===== src/rtl/otter_pipe_pkg.sv =====
// Shared OTTER pipeline definitions: fetch FSM states, architectural
// constants and the skid-buffer entry layout. Decode and hazard stages
// import the same package so state/constant encodings stay consistent.
package otter_pipe_pkg;

  // Fetch stage FSM states.
  typedef enum logic [1:0] {
    FETCH = 2'd0,
    HOLD  = 2'd1,
    DRAIN = 2'd2
  } fetch_state_t;

  // addi x0,x0,0 -- the canonical bubble.
  localparam logic [31:0] OTTER_NOP      = 32'h0000_0013;
  localparam logic [31:0] OTTER_RESET_PC = 32'h0000_0000;

  // One parked fetch result: the instruction word and the address it came from.
  typedef struct packed {
    logic [31:0] instr;
    logic [31:0] pc;
  } skid_entry_t;

  // Force an address onto a word boundary.
  function automatic logic [31:0] word_align(input logic [31:0] addr);
    return {addr[31:2], 2'b00};
  endfunction

endpackage


===== src/rtl/fetch_stage_if.sv =====
// Fetch stage bus bundle: hazard controls, instruction-memory port and the
// IF/ID fetch register.
//
// Instruction memory handshake: IMEM_REQ acts as "valid" for the read
// request and IMEM_ADDR is held stable while IMEM_REQ && !IMEM_ACK.
// IMEM_ACK is the memory's completion/"ready" and qualifies IMEM_DATA in
// the same cycle; a transfer happens on a clock edge where both IMEM_REQ
// and IMEM_ACK are high. ACK may arrive in the same cycle as REQ (zero wait).
// The request may only be withdrawn after it has been acknowledged.
interface fetch_stage_if;
  logic        STALL;
  logic        REDIRECT;
  logic [31:0] REDIRECT_PC;
  logic        IMEM_REQ;
  logic [31:0] IMEM_ADDR;
  logic        IMEM_ACK;
  logic [31:0] IMEM_DATA;
  logic [31:0] FR_MEM;
  logic [31:0] FR_PC;
  logic [31:0] FR_PC_4;
  logic        FR_VALID;

  // Fetch stage side.
  modport master (
    input  STALL, REDIRECT, REDIRECT_PC, IMEM_ACK, IMEM_DATA,
    output IMEM_REQ, IMEM_ADDR, FR_MEM, FR_PC, FR_PC_4, FR_VALID
  );

  // Environment side: hazard unit, instruction memory and decode stage.
  modport slave (
    output STALL, REDIRECT, REDIRECT_PC, IMEM_ACK, IMEM_DATA,
    input  IMEM_REQ, IMEM_ADDR, FR_MEM, FR_PC, FR_PC_4, FR_VALID
  );
endinterface


===== src/rtl/fetch_skid_buf.sv =====
// One-entry {instr, pc} buffer that parks a fetch result which arrived
// while decode was stalled. clear (flush) and drain both empty it; clear
// and drain take precedence over load.
module fetch_skid_buf
  import otter_pipe_pkg::*;
(
  input  logic        clk,
  input  logic        rst,
  input  logic        load,
  input  logic        drain,
  input  logic        clear,
  input  skid_entry_t din,
  output skid_entry_t dout,
  output logic        valid
);

  skid_entry_t entry_q;
  logic        valid_q;

  // Entry storage and occupancy flag.
  always_ff @(posedge clk or posedge rst) begin
    if (rst) begin
      entry_q <= '0;
      valid_q <= 1'b0;
    end else if (clear || drain) begin
      valid_q <= 1'b0;
    end else if (load) begin
      entry_q <= din;
      valid_q <= 1'b1;
    end
  end

  assign dout  = entry_q;
  assign valid = valid_q;

endmodule


===== src/rtl/fetch_stage.sv =====
// OTTER IF stage: owns the PC, drives the instruction-memory request and
// writes the IF/ID fetch register. Honours STALL and REDIRECT from the
// hazard unit (REDIRECT > STALL > normal); flushed slots become NOP bubbles.
// Optional build macro FETCH_PERF_CNT_EN adds FETCH_COUNT / BUBBLE_COUNT.
module fetch_stage
  import otter_pipe_pkg::*;
#(
  parameter logic [31:0] RESET_PC  = OTTER_RESET_PC,
  parameter logic [31:0] NOP_INSTR = OTTER_NOP
) (
  input  logic          REG_CLOCK,
  input  logic          REG_RESET,
  fetch_stage_if.master bus,
  output fetch_state_t  dbg_state
`ifdef FETCH_PERF_CNT_EN
  ,
  output logic [31:0]   FETCH_COUNT,
  output logic [31:0]   BUBBLE_COUNT
`endif
);

  fetch_state_t state_q, state_d;
  logic [31:0]  pc_q, pc_d;
  logic [31:0]  drain_addr_q, drain_addr_d;

  logic [31:0]  fr_mem_q, fr_pc_q, fr_pc4_q;
  logic         fr_valid_q;

  // Fetch register load controls and payload.
  logic         fr_load_real;
  logic         fr_load_bubble;
  logic [31:0]  fr_instr_d;
  logic [31:0]  fr_pc_d;

  // Skid buffer controls.
  logic         skid_load, skid_drain, skid_clear, skid_valid;
  skid_entry_t  skid_din, skid_dout;

  logic         ack;
  logic         stall;

  assign ack   = bus.IMEM_ACK;
  assign stall = bus.STALL;

  assign skid_din = '{instr: bus.IMEM_DATA, pc: pc_q};

  fetch_skid_buf u_skid (
    .clk   (REG_CLOCK),
    .rst   (REG_RESET),
    .load  (skid_load),
    .drain (skid_drain),
    .clear (skid_clear),
    .din   (skid_din),
    .dout  (skid_dout),
    .valid (skid_valid)
  );

  // Next-state, PC and fetch-register control; redirect outranks stall.
  always_comb begin
    state_d        = state_q;
    pc_d           = pc_q;
    drain_addr_d   = drain_addr_q;
    fr_load_real   = 1'b0;
    fr_load_bubble = 1'b0;
    fr_instr_d     = bus.IMEM_DATA;
    fr_pc_d        = pc_q;
    skid_load      = 1'b0;
    skid_drain     = 1'b0;
    skid_clear     = 1'b0;

    if (bus.REDIRECT) begin
      pc_d           = word_align(bus.REDIRECT_PC);
      fr_load_bubble = 1'b1;
      skid_clear     = 1'b1;
      case (state_q)
        FETCH: begin
          // An unacknowledged request cannot be withdrawn: finish it first.
          if (!ack) begin
            state_d      = DRAIN;
            drain_addr_d = pc_q;
          end else begin
            state_d = FETCH;
          end
        end
        DRAIN:   state_d = ack ? FETCH : DRAIN;
        default: state_d = FETCH;
      endcase
    end else begin
      case (state_q)
        FETCH: begin
          if (ack && !stall) begin
            fr_load_real = 1'b1;
            pc_d         = pc_q + 32'd4;
          end else if (ack && stall) begin
            skid_load = 1'b1;
            state_d   = HOLD;
          end else if (!ack && !stall) begin
            fr_load_bubble = 1'b1;
          end
        end
        HOLD: begin
          if (!stall && skid_valid) begin
            fr_load_real = 1'b1;
            fr_instr_d   = skid_dout.instr;
            fr_pc_d      = skid_dout.pc;
            pc_d         = pc_q + 32'd4;
            skid_drain   = 1'b1;
            state_d      = FETCH;
          end
        end
        DRAIN: begin
          // Old-path data is dropped; the register keeps showing a bubble.
          if (!stall) fr_load_bubble = 1'b1;
          if (ack) state_d = FETCH;
        end
        default: state_d = FETCH;
      endcase
    end
  end

  // FSM state, PC and drain address registers.
  always_ff @(posedge REG_CLOCK or posedge REG_RESET) begin
    if (REG_RESET) begin
      state_q      <= FETCH;
      pc_q         <= RESET_PC;
      drain_addr_q <= RESET_PC;
    end else begin
      state_q      <= state_d;
      pc_q         <= pc_d;
      drain_addr_q <= drain_addr_d;
    end
  end

  // IF/ID fetch register; a bubble keeps the previous FR_PC/FR_PC_4.
  always_ff @(posedge REG_CLOCK or posedge REG_RESET) begin
    if (REG_RESET) begin
      fr_mem_q   <= NOP_INSTR;
      fr_pc_q    <= 32'd0;
      fr_pc4_q   <= 32'd0;
      fr_valid_q <= 1'b0;
    end else if (fr_load_bubble) begin
      fr_mem_q   <= NOP_INSTR;
      fr_valid_q <= 1'b0;
    end else if (fr_load_real) begin
      fr_mem_q   <= fr_instr_d;
      fr_pc_q    <= fr_pc_d;
      fr_pc4_q   <= fr_pc_d + 32'd4;
      fr_valid_q <= 1'b1;
    end
  end

`ifdef FETCH_PERF_CNT_EN
  logic [31:0] fetch_cnt_q, bubble_cnt_q;

  // Counts of real loads and bubble loads into the fetch register.
  always_ff @(posedge REG_CLOCK or posedge REG_RESET) begin
    if (REG_RESET) begin
      fetch_cnt_q  <= 32'd0;
      bubble_cnt_q <= 32'd0;
    end else begin
      if (fr_load_real)   fetch_cnt_q  <= fetch_cnt_q + 32'd1;
      if (fr_load_bubble) bubble_cnt_q <= bubble_cnt_q + 32'd1;
    end
  end

  assign FETCH_COUNT  = fetch_cnt_q;
  assign BUBBLE_COUNT = bubble_cnt_q;
`endif

  // The request is suppressed while reset is held so it first rises in the
  // cycle after release; HOLD parks the result and issues nothing.
  assign bus.IMEM_REQ  = !REG_RESET && (state_q != HOLD);
  assign bus.IMEM_ADDR = (state_q == DRAIN) ? drain_addr_q : pc_q;

  assign bus.FR_MEM   = fr_mem_q;
  assign bus.FR_PC    = fr_pc_q;
  assign bus.FR_PC_4  = fr_pc4_q;
  assign bus.FR_VALID = fr_valid_q;

  assign dbg_state = state_q;

endmodule


===== src/flat_wrapper.sv =====
// flat-port wrapper written by rule: the top's interface ports become plain ports
module fetch_stage_flat import otter_pipe_pkg::*;
#(
  parameter logic [31:0] RESET_PC  = OTTER_RESET_PC,
  parameter logic [31:0] NOP_INSTR = OTTER_NOP
)
  (REG_CLOCK, REG_RESET, dbg_state, bus_STALL, bus_REDIRECT, bus_REDIRECT_PC, bus_IMEM_ACK, bus_IMEM_DATA, bus_IMEM_REQ, bus_IMEM_ADDR, bus_FR_MEM, bus_FR_PC, bus_FR_PC_4, bus_FR_VALID);
  fetch_stage_if bus_i ();
  input  logic REG_CLOCK;
  input  logic REG_RESET;
  output fetch_state_t dbg_state;
  input wire logic [$bits(bus_i.STALL)-1:0] bus_STALL;
  input wire logic [$bits(bus_i.REDIRECT)-1:0] bus_REDIRECT;
  input wire logic [$bits(bus_i.REDIRECT_PC)-1:0] bus_REDIRECT_PC;
  input wire logic [$bits(bus_i.IMEM_ACK)-1:0] bus_IMEM_ACK;
  input wire logic [$bits(bus_i.IMEM_DATA)-1:0] bus_IMEM_DATA;
  output wire logic [$bits(bus_i.IMEM_REQ)-1:0] bus_IMEM_REQ;
  output wire logic [$bits(bus_i.IMEM_ADDR)-1:0] bus_IMEM_ADDR;
  output wire logic [$bits(bus_i.FR_MEM)-1:0] bus_FR_MEM;
  output wire logic [$bits(bus_i.FR_PC)-1:0] bus_FR_PC;
  output wire logic [$bits(bus_i.FR_PC_4)-1:0] bus_FR_PC_4;
  output wire logic [$bits(bus_i.FR_VALID)-1:0] bus_FR_VALID;
  assign bus_i.STALL = bus_STALL;
  assign bus_i.REDIRECT = bus_REDIRECT;
  assign bus_i.REDIRECT_PC = bus_REDIRECT_PC;
  assign bus_i.IMEM_ACK = bus_IMEM_ACK;
  assign bus_i.IMEM_DATA = bus_IMEM_DATA;
  assign bus_IMEM_REQ = bus_i.IMEM_REQ;
  assign bus_IMEM_ADDR = bus_i.IMEM_ADDR;
  assign bus_FR_MEM = bus_i.FR_MEM;
  assign bus_FR_PC = bus_i.FR_PC;
  assign bus_FR_PC_4 = bus_i.FR_PC_4;
  assign bus_FR_VALID = bus_i.FR_VALID;
  fetch_stage #(.RESET_PC(RESET_PC), .NOP_INSTR(NOP_INSTR)) u_core (.REG_CLOCK(REG_CLOCK), .REG_RESET(REG_RESET), .bus(bus_i), .dbg_state(dbg_state));
endmodule

===== config.mk =====
export PLATFORM = sky130hd
export DESIGN_NAME = fetch_stage_flat
export DESIGN_NICKNAME = d
export VERILOG_FILES = /design/src/rtl/otter_pipe_pkg.sv /design/src/rtl/fetch_stage_if.sv /design/src/rtl/fetch_skid_buf.sv /design/src/rtl/fetch_stage.sv /design/src/flat_wrapper.sv
export SDC_FILE = /design/constraint.sdc
export NUM_CORES = 1
export LEC_CHECK = 0
export CELL_PAD_IN_SITES_DETAIL_PLACEMENT = 1
export CELL_PAD_IN_SITES_GLOBAL_PLACEMENT = 1
export CORE_ASPECT_RATIO = 0.75
export CORE_MARGIN = 2
export CORE_UTILIZATION = 41
export CTS_CLUSTER_DIAMETER = 150
export DETAILED_ROUTE_END_ITERATION = 16
export PLACE_DENSITY = 0.79
export REMOVE_ABC_BUFFERS = 1
export SYNTH_ARGS = -nofsm -noshare
export SYNTH_HDL_FRONTEND = slang
export SYNTH_SLANG_ARGS = --single-unit
export TNS_END_PERCENT = 10

===== constraint.sdc =====
create_clock -name REG_CLOCK -period 10.5 [get_ports REG_CLOCK]
set_input_delay 2.1 -clock REG_CLOCK [delete_from_list [all_inputs] [get_ports REG_CLOCK]]
set_output_delay 2.1 -clock REG_CLOCK [all_outputs]
set_load 0.03 [all_outputs]

==> qor.csv <==
metric,value,unit
status,"finished, final reports clean",
Sw Pwr,0.857,mW
initial antenna violation count,0,
min setup slack post-route,4.95,ns
Syn Inst Count,1048,
GP Congestion,0.846,
Fin. Hold Viols,0,
combinational group share of total power,25.7,%
yosys warns,0,
vias in the first global route,9009,
row cnt,51,
TritonRoute pass-1 iters,5,
Routed Antenna Nets,0,
"Top FF cell, synth",dfrtp_1,
LEAKAGE,5.72,nW
flop2flop setup slack,6.98,ns
deepest clock path buffer count,3,
CP Max Fanout,2,
post-place setup slack,4.84,ns
worst skew pair latency,0.52,ns
crit path DAT,3.45,ns
via count,8763,
sequential share of the synthesized area,50.1,%
I/O Buffers,192,
Die Wd,192,µm
final wirelength,32700,µm
GRT Total Usage,23.5,%
Overflow after GRT,0,
sw frac,32.2,%
Initial Util,41.9,%
Post-Syn Area,0.0109,mm²
Commonest cells post-synth,"215 x dfrtp_1, 148 x nand2_1, 131 x mux2_2, 97 x o21ai_0, 63 x clkbuf_1",
hpwl dp,22300,µm
Final Net Count,1265,
drt wl/cell,21.0,µm
CTS resizes,0,
initial DRC count,549,
M3 GR Usage,3.36,%
Clock transition at path regs,0.06,ns
syn_area_per_cell,10.4,µm²
Seq cells post-synth,218,
synth top area cells,"dfrtp_1 49%, mux2_2 14%, nand2_1 5.1%, mux2i_1 4.7%, o21ai_0 4.5%",
"Distinct cells, synth",61,
slowest CP cell,clkdlybuf4s50_1,
Setup crit start kind,input port,
"critical path, cell by cell","clkdlybuf4s50_1, a21oi_1, clkdlybuf4s50_1",
Crit path required time,8.40,ns
critical path's largest stage delay,0.68,ns
max_slew headroom,39.1,%
Fmax,180,MHz
Pwr Density,193,mW/mm²
Final setup viols,0,
Seq pwr share,43.3,%
Antenna Cells,0,
RSZ-0062 raised after global routing,no,
global-route met2 utilization,34.6,%
post-synth top area share,49.3,%
post-route minimum period,5.55,ns
setup bufs post-CTS,0,
R2R cell count,10,
clock sinks,218,
cts bufs inserted,24,
maximum number of pins on one net before global-route repair,108,
GR peak layer,met1,
Pint,1.80,mW
layout cells sized above 1,16.9,%
max_cap viols,0,
largest area contributor in the netlist,dfrtp_1,
die height,145,µm
vias per std cell,5.64,
WS Path Type,input port to output pin,
Post-synth ARST share,100,%
crit end category,output pin,
Die ar.,0.0279,mm²
Sum Neg Setup Slack,0,ns
Pins Over Slew Limit,0,
"Top cell by count, worst path",clkdlybuf4s50_1,
total power,2.66,mW
Clock Tree Root,clkbuf_16,
Post-synth EDFFs,0,
Max IR drop VDD,0.000106,V
hold path depth,2,
# fillers,2824,
Hold Buf Count CTS,0,
M1 GR Usage,36.4,%
area grow syn2layout,26.6,%
Layout Skew,0.00972,ns
most frequent cell after synthesis,dfrtp_1,
CTS H-tree depth,1,
# DRC,0,
CTS tree,built,
final worst-path cycle share,52.9,%
type of the worst min-delay path,flop to flop,
I/O Pins,201,
core box area,0.0260,mm²
first-pass GRT wire length,52300,µm
Clock Power Share,31.0,%
worst-margin pin slew,0.913,ns
==> power by group through the flow <==
| stage | logic (mW) | clock network [mW] | registers, mW |
|---|---|---|---|
| finish | 0.684 | 0.825 | 1.15 |
| global route | 0.732 | 0.875 | 1.18 |
| CTS | 0.692 | 0.843 | 1.15 |
| detailed placement | 0.686 | 0 | 1.16 |
| global placement | 0.672 | 0 | 1.15 |
| floorplan | 0.291 | 0 | 1.24 |
==> final cells by class <==
type / count / area (µm²) / area share, %
flip-flops and latches: 218 / 5460 / 39.6
multi-input cells: 731 / 5060 / 36.6
repair buffers: 208 / 2040 / 14.8
clock buffers: 38 / 744 / 5.39
well taps: 344 / 430 / 3.12
inverters: 11 / 48.8 / 0.354
clock inverters: 4 / 22.5 / 0.163
==> path summary, 6_finish.rpt <==
| kind | start | end |
|---|---|---|
| min | u_core.bus.FR_MEM[27]$_DFFE_PP0P_ | u_core.bus.FR_MEM[27]$_DFFE_PP0P_ |
| max | REG_RESET | bus_IMEM_REQ |
| max reg2reg | u_core.dbg_state[1]$_DFFE_PP0P_ | u_core.bus.FR_PC_4[28]$_DFFE_PP0P_ |
| max in group asynchronous | REG_RESET | u_core.bus.FR_PC_4[26]$_DFFE_PP0P_ |
| min in group asynchronous | REG_RESET | u_core.bus.FR_MEM[2]$_DFFE_PP0P_ |
| min reg2reg | u_core.bus.FR_MEM[27]$_DFFE_PP0P_ | u_core.bus.FR_MEM[27]$_DFFE_PP0P_ |
==> through the flow <==
step / area (µm²) / hold slack, ns / utilization, % / std cells
floorplan: 10500 / 0.477 / - / 960
global placement: 13000 / 0.460 / 50.1 / 1512
detailed placement: 13000 / 0.467 / 50.1 / 1512
CTS: 13800 / 0.482 / 53.0 / 1554
global route: 13800 / 0.507 / 53.0 / 1554
finish: 13800 / 0.477 / 53.0 / 1554
==> worst max-delay path: cells and delay by family <==
family,cells,cell delay (ns)
buffers and inverters,2,1.19
AOI/OAI and AO/OA,1,0.16
==> cell families (layout without fill, tap and decap cells) <==
| kind of cell | Yosys count | count (layout) | synth area share (%) |
|---|---|---|---|
| buffers and inverters | 104 | 261 | 4.12 |
| and+or+nand+nor | 321 | 321 | 14.3 |
| other | 1 | 6 | 0.0344 |
| DFF | 218 | 218 | 50.1 |
| AOI/OAI and AO/OA | 187 | 187 | 10.4 |
| adders and majority gates | 2 | 2 | 0.229 |
| muxes | 182 | 182 | 18.2 |
| xor gates and xnor gates | 33 | 33 | 2.65 |
==> state kept, by name, indices dropped and copies added (netlist names) <==
signal / flops
u_core.bus.FR_VALID: 1
u_core.u_skid.dout: 62
u_core.pc_q: 30
u_core.drain_addr_q: 30
u_core.bus.FR_MEM: 32
u_core.dbg_state: 2
u_core.bus.FR_PC_4: 30
u_core.bus.FR_PC: 30
u_core.u_skid.valid: 1
==> cells in the final DEF (no fill, tap or decap), types with 5 or more instances in the layout <==
cell / synthesis / routed
clkbuf_16: 0 / 25
and4_1: 6 / 6
nor2_1: 28 / 26
mux2i_1: 51 / 51
conb_1: 1 / 6
xnor2_1: 28 / 28
inv_1: 11 / 10
nor3_1: 27 / 27
o21ai_0: 97 / 97
clkdlybuf4s50_1: 0 / 191
buf_4: 7 / 16
and2_1: 5 / 5
nand3_1: 31 / 31
xor2_1: 5 / 5
a21oi_1: 23 / 23
o31a_1: 5 / 5
a31oi_1: 8 / 8
nand2_1: 148 / 147
mux2_2: 131 / 131
and3_1: 9 / 9
clkbuf_1: 63 / 6
o31ai_1: 8 / 8
dfrtp_1: 215 / 215
clkbuf_8: 0 / 7
nand4_1: 22 / 22
nor4_1: 20 / 18
==> routing by layer <==
metal  vias up  wire length, µm  part of all wire [%]
met5         -                0                     0
met4         0              695                   2.1
met3        39             1740                   5.3
met2       268            14200                    43
met1      4417            16100                    49
li1       4039                -                     -
Power figures use the tool's default switching activity.
